`src/rtl/multi_clk_div_pkg.sv`:
```
// Shared constants and types for the multi-channel clock divider.
// Optional sync_req feature is enabled by defining MULTI_CLK_DIV_SYNC_EN.
package multi_clk_div_pkg;

  localparam int CNT_W_DEF = 24;
  localparam logic [CNT_W_DEF-1:0] DEF_DIV_DEF = 24'h989680;

  // Slot fields are sized for the largest legal configuration (16 channels, 32-bit divisor).
  localparam int PEND_CH_W  = 4;
  localparam int PEND_DIV_W = 32;

  function automatic int ch_width(input int n);
    return (n > 1) ? $clog2(n) : 1;
  endfunction

  localparam int CH_W_DEF = ch_width(4);

  typedef struct packed {
    logic                  valid;
    logic [PEND_CH_W-1:0]  ch;
    logic [PEND_DIV_W-1:0] div;
  } pend_slot_t;

endpackage

```
`src/rtl/multi_clk_div_if.sv`:
```
// Channel enables, divisor-update handshake and divided outputs of multi_clk_div.
// sync_req exists only when MULTI_CLK_DIV_SYNC_EN is defined.
interface multi_clk_div_if
  import multi_clk_div_pkg::*;
#(
  parameter int NCH   = 4,
  parameter int CNT_W = CNT_W_DEF
);
  localparam int CH_W = ch_width(NCH);

  logic [NCH-1:0]   en;
  logic             cfg_valid;
  logic             cfg_ready;
  logic [CH_W-1:0]  cfg_ch;
  logic [CNT_W-1:0] cfg_div;
`ifdef MULTI_CLK_DIV_SYNC_EN
  logic             sync_req;
`endif
  logic [NCH-1:0]   clkout;
  logic [NCH-1:0]   tick;

`ifdef MULTI_CLK_DIV_SYNC_EN
  modport master (output en, cfg_valid, cfg_ch, cfg_div, sync_req,
                  input  cfg_ready, clkout, tick);
  modport slave  (input  en, cfg_valid, cfg_ch, cfg_div, sync_req,
                  output cfg_ready, clkout, tick);
`else
  modport master (output en, cfg_valid, cfg_ch, cfg_div,
                  input  cfg_ready, clkout, tick);
  modport slave  (input  en, cfg_valid, cfg_ch, cfg_div,
                  output cfg_ready, clkout, tick);
`endif

endinterface

```
`src/rtl/clk_div_chan.sv`:
```
// One divider channel: half-period counter, output toggle, rise tick and divisor load port.
// The sync input exists only when MULTI_CLK_DIV_SYNC_EN is defined.
module clk_div_chan
  import multi_clk_div_pkg::*;
#(
  parameter int               CNT_W   = CNT_W_DEF,
  parameter logic [CNT_W-1:0] DEF_DIV = CNT_W'(DEF_DIV_DEF)
) (
  input  logic             CLK,
  input  logic             RST,
  input  logic             en,
`ifdef MULTI_CLK_DIV_SYNC_EN
  input  logic             sync,
`endif
  input  logic             load,
  input  logic [CNT_W-1:0] load_div,
  output logic             load_ok,
  output logic             clkout,
  output logic             tick
);

  logic [CNT_W-1:0] c_reg, c_next;
  logic [CNT_W-1:0] d_reg, d_next;
  logic             clk_reg, clk_next;
  logic             tick_reg, tick_next;
  logic             stop;
  logic             wrap;

`ifdef MULTI_CLK_DIV_SYNC_EN
  assign stop = sync || !en || (d_reg == '0);
`else
  assign stop = !en || (d_reg == '0);
`endif
  assign wrap = (c_reg == d_reg - CNT_W'(1));

  // A new divisor may land whenever the counter restarts from zero anyway.
  assign load_ok = stop || wrap;

  always_comb begin
    c_next    = c_reg;
    d_next    = load ? load_div : d_reg;
    clk_next  = clk_reg;
    tick_next = 1'b0;
    if (stop) begin
      c_next   = '0;
      clk_next = 1'b0;
    end else if (wrap) begin
      c_next    = '0;
      clk_next  = ~clk_reg;
      tick_next = ~clk_reg;
    end else begin
      c_next = c_reg + CNT_W'(1);
    end
  end

  always_ff @(posedge CLK) begin
    if (RST) begin
      c_reg    <= '0;
      d_reg    <= DEF_DIV;
      clk_reg  <= 1'b0;
      tick_reg <= 1'b0;
    end else begin
      c_reg    <= c_next;
      d_reg    <= d_next;
      clk_reg  <= clk_next;
      tick_reg <= tick_next;
    end
  end

  assign clkout = clk_reg;
  assign tick   = tick_reg;

endmodule

```
`src/rtl/multi_clk_div.sv`:
```
// NCH independent 50%-duty clock dividers sharing one pending divisor-update slot.
// Define MULTI_CLK_DIV_SYNC_EN to add the sync_req phase-alignment input.
module multi_clk_div
  import multi_clk_div_pkg::*;
#(
  parameter int               NCH     = 4,
  parameter int               CNT_W   = CNT_W_DEF,
  parameter logic [CNT_W-1:0] DEF_DIV = CNT_W'(DEF_DIV_DEF)
) (
  input logic            CLK,
  input logic            RST,
  multi_clk_div_if.slave bus
);

  pend_slot_t     pend_reg, pend_next;
  logic [NCH-1:0] load;
  logic [NCH-1:0] load_ok;
  logic [NCH-1:0] clkout_w;
  logic [NCH-1:0] tick_w;
  logic           accept;
  logic           in_range;
  logic           apply_any;
  logic           unused_pend;

  assign accept    = bus.cfg_valid && !pend_reg.valid;
  assign in_range  = int'(bus.cfg_ch) < NCH;
  assign apply_any = |load;

  // Out-of-range targets complete the handshake but never occupy the slot.
  always_comb begin
    pend_next = pend_reg;
    if (apply_any) begin
      pend_next.valid = 1'b0;
    end else if (accept && in_range) begin
      pend_next.valid = 1'b1;
      pend_next.ch    = PEND_CH_W'(bus.cfg_ch);
      pend_next.div   = PEND_DIV_W'(bus.cfg_div);
    end
  end

  always_ff @(posedge CLK) begin
    if (RST) pend_reg <= '0;
    else     pend_reg <= pend_next;
  end

  assign bus.cfg_ready = !pend_reg.valid;
  assign unused_pend   = ^pend_reg.div;

  generate
    for (genvar gi = 0; gi < NCH; gi++) begin : g_chan
      assign load[gi] = pend_reg.valid && (pend_reg.ch == PEND_CH_W'(gi)) && load_ok[gi];

      clk_div_chan #(
        .CNT_W  (CNT_W),
        .DEF_DIV(DEF_DIV)
      ) u_chan (
        .CLK     (CLK),
        .RST     (RST),
        .en      (bus.en[gi]),
`ifdef MULTI_CLK_DIV_SYNC_EN
        .sync    (bus.sync_req),
`endif
        .load    (load[gi]),
        .load_div(pend_reg.div[CNT_W-1:0]),
        .load_ok (load_ok[gi]),
        .clkout  (clkout_w[gi]),
        .tick    (tick_w[gi])
      );
    end
  endgenerate

  assign bus.clkout = clkout_w;
  assign bus.tick   = tick_w;

endmodule

```
`src/flat_wrapper.sv`:
```
// flat-port wrapper written by rule: the top's interface ports become plain ports
module multi_clk_div_flat import multi_clk_div_pkg::*;
#(
  parameter int               NCH     = 4,
  parameter int               CNT_W   = CNT_W_DEF,
  parameter logic [CNT_W-1:0] DEF_DIV = CNT_W'(DEF_DIV_DEF)
)
  (CLK, RST, bus_en, bus_cfg_valid, bus_cfg_ch, bus_cfg_div, bus_cfg_ready, bus_clkout, bus_tick);
  multi_clk_div_if #(.NCH(NCH), .CNT_W(CNT_W)) bus_i ();
  input logic CLK;
  input logic RST;
  input wire logic [$bits(bus_i.en)-1:0] bus_en;
  input wire logic [$bits(bus_i.cfg_valid)-1:0] bus_cfg_valid;
  input wire logic [$bits(bus_i.cfg_ch)-1:0] bus_cfg_ch;
  input wire logic [$bits(bus_i.cfg_div)-1:0] bus_cfg_div;
  output wire logic [$bits(bus_i.cfg_ready)-1:0] bus_cfg_ready;
  output wire logic [$bits(bus_i.clkout)-1:0] bus_clkout;
  output wire logic [$bits(bus_i.tick)-1:0] bus_tick;
  assign bus_i.en = bus_en;
  assign bus_i.cfg_valid = bus_cfg_valid;
  assign bus_i.cfg_ch = bus_cfg_ch;
  assign bus_i.cfg_div = bus_cfg_div;
  assign bus_cfg_ready = bus_i.cfg_ready;
  assign bus_clkout = bus_i.clkout;
  assign bus_tick = bus_i.tick;
  multi_clk_div #(.NCH(NCH), .CNT_W(CNT_W), .DEF_DIV(DEF_DIV)) u_core (.CLK(CLK), .RST(RST), .bus(bus_i));
endmodule
```
`config.mk`:
```
export PLATFORM = sky130hd
export DESIGN_NAME = multi_clk_div_flat
export DESIGN_NICKNAME = d
export VERILOG_FILES = /design/src/rtl/multi_clk_div_pkg.sv /design/src/rtl/multi_clk_div_if.sv /design/src/rtl/clk_div_chan.sv /design/src/rtl/multi_clk_div.sv /design/src/flat_wrapper.sv
export SDC_FILE = /design/constraint.sdc
export NUM_CORES = 1
export LEC_CHECK = 0
export ABC_AREA = 1
export CAP_MARGIN = 40
export CORE_ASPECT_RATIO = 0.7
export CORE_MARGIN = 2
export CORE_UTILIZATION = 60
export DETAILED_ROUTE_END_ITERATION = 10
export PLACE_DENSITY = 0.76
export SLEW_MARGIN = 30
export SYNTH_ARGS = -nofsm -noshare
export SYNTH_HDL_FRONTEND = slang
export SYNTH_SLANG_ARGS = --single-unit
```
`constraint.sdc`:
```
create_clock -name CLK -period 5.84 [get_ports CLK]
set_clock_uncertainty 0.15 [all_clocks]
set_input_delay 1.168 -clock CLK [delete_from_list [all_inputs] [get_ports CLK]]
set_output_delay 1.168 -clock CLK [all_outputs]
set_load 0.05 [all_outputs]
```
## After elaboration in Yosys (flattened, before gate mapping)

Cells that the tools add are included.
W data, S select, Z words.

- Bits in registers: 227
- Bits in latches: 0
- RAM bits: 0
- Bits in read-only memories: 0
- Input bits: 33
- Output and inout bits: 9
- Memories: 0

- Add/sub/neg operators: 8
- Multiply operators: 0
- Divide/modulo/power cells: 0
- Magnitude comparators: 0
- Eq/ne operators: 7
- Shift operators: 0
- Muxes and demuxes: 0
- Bitwise logic cells: 9
- Reductions and logical operators: 42

Operator list:

| operator | count |
|---|---|
| $add A24 B1 Y24 const B | 4 |
| $eq A24 B24 Y1 | 4 |
| $logic_not A24 Y1 | 4 |
| $sub A24 B1 Y24 const B | 4 |
| $reduce_or A3 Y1 | 8 |
| $logic_and A1 B1 Y1 | 9 |
| $not A1 Y1 | 9 |
| $logic_or A1 B1 Y1 | 8 |
| $reduce_or A2 Y1 | 4 |
| $logic_not A1 Y1 | 5 |
| $reduce_or A5 Y1 | 1 |
| $eq A2 B2 Y1 const B | 2 |
| $logic_not A4 Y1 | 1 |
| $reduce_or A4 Y1 | 1 |
| $eq A2 B1 Y1 const B | 1 |
| $reduce_and A2 Y1 | 1 |

## Logic depth before layout (Yosys ltp)

- Depth after elaboration: 7
- Depth in mapped cells: 20
- Mapped depth without buffers: 19

## Hierarchy

From an unflattened synthesis, not the netlist that was laid out.

- Cells, all modules: 2163
- Area total of the unflattened synthesis: 14450.1 um2

Modules (own cells, without submodules):

| module | times used | cells an instance | area each (um2) | seq. area each (um2) |
|---|---|---|---|---|
| clk_div_chan | 4 | 508 | 3340.7 | 1001.0 |
| multi_clk_div | 1 | 131 | 1087.3 | 540.5 |

## Worst setup path before layout

Ideal clock, no wire load.

- Path type: flip-flop to flip-flop
- Start point: register u_core.g_chan[3].u_chan.d_reg[0]
- End point: register u_core.g_chan[3].u_chan.d_reg[10]
- Setup time: 0.134 ns
- Arrival time: 2.113 ns
- Data required time: 5.556 ns
- Slack: 3.443 ns
- Stages on the path, launching flop included: 19
- Buffers on the path: 1
- Cell sequence: dfxtp_1 > inv_1 > ha_1 > nand2_2 > nor2_4 > nand2_2 > nor2_1 > nand2_1 > nand2_1 > nand2_1 > nand2_1 > nor2_2 > nand4_2 > nand2_4 > nand2_4 > clkinv_2 > buf_6 > nand2_1 > nand3_1

- Cells in the longest elaborated chain, start to end: 4
- Elaborated cells on any way between the ends: 6
- Classes of those cells: add/sub: 1; eq/ne: 1; reduce/logical: 4

RTL lines:

| element | line | text |
|---|---|---|
| from (decl) | clk_div_chan.sv:23 | `logic [CNT_W-1:0] d_reg, d_next;` |
| from (signal assigned) | clk_div_chan.sv:64 | `d_reg <= d_next;` |
| $sub A24 B1 Y24 / $logic_not A24 Y1 (equally long branches) | clk_div_chan.sv:34, clk_div_chan.sv:32 |  |
| $eq A24 B24 Y1 / $logic_or A1 B1 Y1 (equally long branches) | clk_div_chan.sv:34, clk_div_chan.sv:32 |  |
| $logic_or A1 B1 Y1 * | clk_div_chan.sv:37 | `assign load_ok = stop \|\| wrap;` |
| $logic_and A1 B1 Y1 * | multi_clk_div.sv:51 | `assign load[gi] = pend_reg.valid && (pend_reg.ch == PEND_CH_W'(gi)) && load_ok[gi];` |

Every way passes the cells marked *; elsewhere a longest branch is shown, timed or not.
A chain may end at the register's enable or synchronous reset.

## Worst setup path after layout

- Start point: register u_core.g_chan[0].u_chan.d_reg[0]
- End point: register u_core.g_chan[0].u_chan.d_reg[14]

- Cells in the longest elaborated chain, start to end: 4
- Elaborated cells on any way between the ends: 6
- Classes of those cells: add/sub: 1; eq/ne: 1; reduce/logical: 4

RTL lines:

| element | line |
|---|---|
| from (decl) | clk_div_chan.sv:23 |
| from (signal assigned) | clk_div_chan.sv:64 |
| $sub A24 B1 Y24 / $logic_not A24 Y1 (equally long branches) | clk_div_chan.sv:34, clk_div_chan.sv:32 |
| $eq A24 B24 Y1 / $logic_or A1 B1 Y1 (equally long branches) | clk_div_chan.sv:34, clk_div_chan.sv:32 |
| $logic_or A1 B1 Y1 * | clk_div_chan.sv:37 |
| $logic_and A1 B1 Y1 * | multi_clk_div.sv:51 |

Marked as above.

==> reports/qor.txt <==
WP data arrival: 3810 ps
worst slew pin tran: 692.7 ps
max-slew violation count: 0
largest net degree at the start of global routing: 69
leak pwr: 6.101 nW
number of routed nets with antenna violations: 0
P_sw: 0.9244 mW
Fillers: 1986
first-pass GRT wire length: 55950 µm
Synth top area share: 0.3440
Clock Power Share: 0.431
H-tree depth: 1
CTS Buf Count: 23
initial DRC count: 1186
most used cell, CP: nand2_1
grt met3 use: 0.04375
slowest cell on the critical path: inv_2
synthesized area per cell: 6.385 µm²
most common cell in the synthesized netlist: nand2_1
synth cell count leaders: nand2_1, nor2_1, dfxtp_1, inv_1, nand3_1
Synth Cell Area: 0.01321 mm²
CP max stage delay: 450 ps
Final Non-Filler Cells: 2388
worst vdd ir: 0.2592 mV
Post-synth EDFFs: 0
initial antenna violation count: 0
FMAX: 284.9 MHz
Final min period: 3510 ps
status: finished, final reports clean
n_diodes: 0
power per cell area: 241.1 mW/mm²
Yosys warning total: 0
Startpoint Class: register
post-synthesis sequential area ratio: 0.3440
critical path peak fanout: 26
syn nets: 2114
ys async rst share: 0
RSZ-0062 raised after global routing: false
Vias: 12890
grt ovf: 0
Final nets: 2136
P&R area growth vs syn: 9.850%
critical path class: reg -> reg
layout cells sized above 1: 0.05033
post-CTS setup buffers: 0
WP data required: 6140 ps
TritonRoute pass-1 iters: 6
cts repair resizes: 0
Die X: 181.4 µm
Starting Density: 0.6111
clk buf depth: 3
Register Area: 0.004544 mm²
Rows: 45
CTS tree: yes
Comb power frac: 0.099
synth top area cells: dfxtp_1, nand2_1, nor2_1
hold crit path type: reg -> reg
worst hold slack: 311.3 ps
number of global-route vias before repair: 11340
Clock Root Buffer: clkbuf_16
flip-flop and latch count after synthesis: 227
max cap viols: 0
sequential cell fraction of total power: 0.470
wire per inst: 14.51 µm
# hold bufs at CTS: 0
CP endpoint kind: register
routability cong.: 0.9823
met2 Resource Use GR: 0.4514
Core ar.: 0.02162 mm²
final worst-path cycle share: 0.6010
Clk pin slew, worst setup/hold paths: 70 ps
Sw Ratio: 0.2641
# DRC: 0
Final Hold Viols: 0
Worst-Skew Late Latency: 530 ps
GR Util met1: 0.4356
Netlist cell types: 47
port bufs: 41
final wirelength: 34640 µm
GRT Total Usage: 0.2940
clock tree sinks: 227
area of the multi-input gates: 0.007546 mm²
post-DP HPWL: 25960 µm
Synth area leader: dfxtp_1
commonest register cell after synthesis: dfxtp_1
Cell Int Power: 2.575 mW
Largest delay share family, worst path: simple AND/OR/NAND/NOR gates
Design Power: 3.500 mW
Inst Count DP: 2348
Ports: 42
worst path bufs/invs: 2
final number of setup-violating endpoints: 0
Synth Instances: 2069
via density per instance: 5.397
CP Cell Sequence: inv_1 -> ha_1 -> nand2_1 -> nor2_2 -> nand2_1 -> nand3_1 -> nand2_1 -> nor2_1 -> nand2_1 -> nor2_1 -> nand2_1 -> o21bai_2 -> nand2_2 -> inv_2 -> nor2_1 -> nor2_1
Top Usage Layer GRT: met2
Slew HR: 0.5377
Setup TNS Final: 0 ps
Die Height: 128.2 µm
die area: 0.02324 mm²
-- metrics by stage --
stage	util	area (µm²)	worst slack, ps
after floorplan	-	13210	3443
after global placement	0.6343	13710	1965
after detailed placement	0.6362	13750	2224
after CTS	0.6712	14510	2421
after global routing	0.6712	14510	2007
final	0.6712	14510	2330
-- cell families after synthesis --
logic type | count (synthesis) | synth area share
simple gates | 1294 | 0.4207
buf+inv | 273 | 0.08486
flops | 227 | 0.3440
compound gates | 150 | 0.06099
xor+xnor | 113 | 0.07813
fa+ha+maj | 12 | 0.01136
-- layer usage --
layer / up-vias / part of all wire
li1: 6565 / -
met1: 5878 / 0.49
met2: 392 / 0.42
met3: 52 / 0.074
met4: 0 / 0.019
met5: - / 0
-- final cells by class --
type                       count  share of cell area
clock buffer                  28             0.04440
timing repair buffer          48             0.03268
inverter                     222             0.05768
sequential                   227              0.3131
multi-input combinational   1569              0.5200
clock inverter                12            0.007845
tap                          282             0.02431
-- placed cells by master, fill, tap and decap left out, drive strengths merged, types with 2 or more instances in the layout --
| cell | n |
|---|---|
| nand2 | 520 |
| nor2 | 465 |
| dfxtp | 227 |
| inv | 218 |
| nand3 | 172 |
| o21ai | 90 |
| xor2 | 67 |
| nor3 | 45 |
| a21oi | 44 |
| xnor2 | 43 |
| nand4 | 42 |
| clkdlybuf4s50 | 41 |
| clkbuf | 28 |
| nor3b | 15 |
| nand3b | 14 |
| clkinv | 14 |
| ha | 12 |
| or2 | 10 |
| o21bai | 9 |
| nor4 | 8 |
| buf | 7 |
| o22ai | 3 |
| xnor3 | 2 |
| a21o | 2 |
| bufinv | 2 |
-- power by group through the flow --
stage / registers [mW] / logic, mW / clock network [mW]
global placement: 1.68 / 0.329 / 0
floorplan: 1.65 / 0.245 / 0
detailed placement: 1.68 / 0.337 / 0
global route: 1.65 / 0.390 / 1.59
finish: 1.64 / 0.348 / 1.51
CTS: 1.64 / 0.341 / 1.53
-- worst paths after layout --
kind / slack [ps] / endpoint / cells past startpoint / from
hold reg to reg: 310 / u_core.g_chan[3].u_chan.c_reg[0] / 1 / u_core.g_chan[3].u_chan.c_reg[0]
setup / recovery: 2330 / u_core.g_chan[0].u_chan.d_reg[14] / 16 / u_core.g_chan[0].u_chan.d_reg[0]
setup reg to reg: 2330 / u_core.g_chan[0].u_chan.d_reg[14] / 16 / u_core.g_chan[0].u_chan.d_reg[0]
hold / removal: 310 / u_core.g_chan[3].u_chan.c_reg[0] / 1 / u_core.g_chan[3].u_chan.c_reg[0]
(Power assumes the default switching activity.)
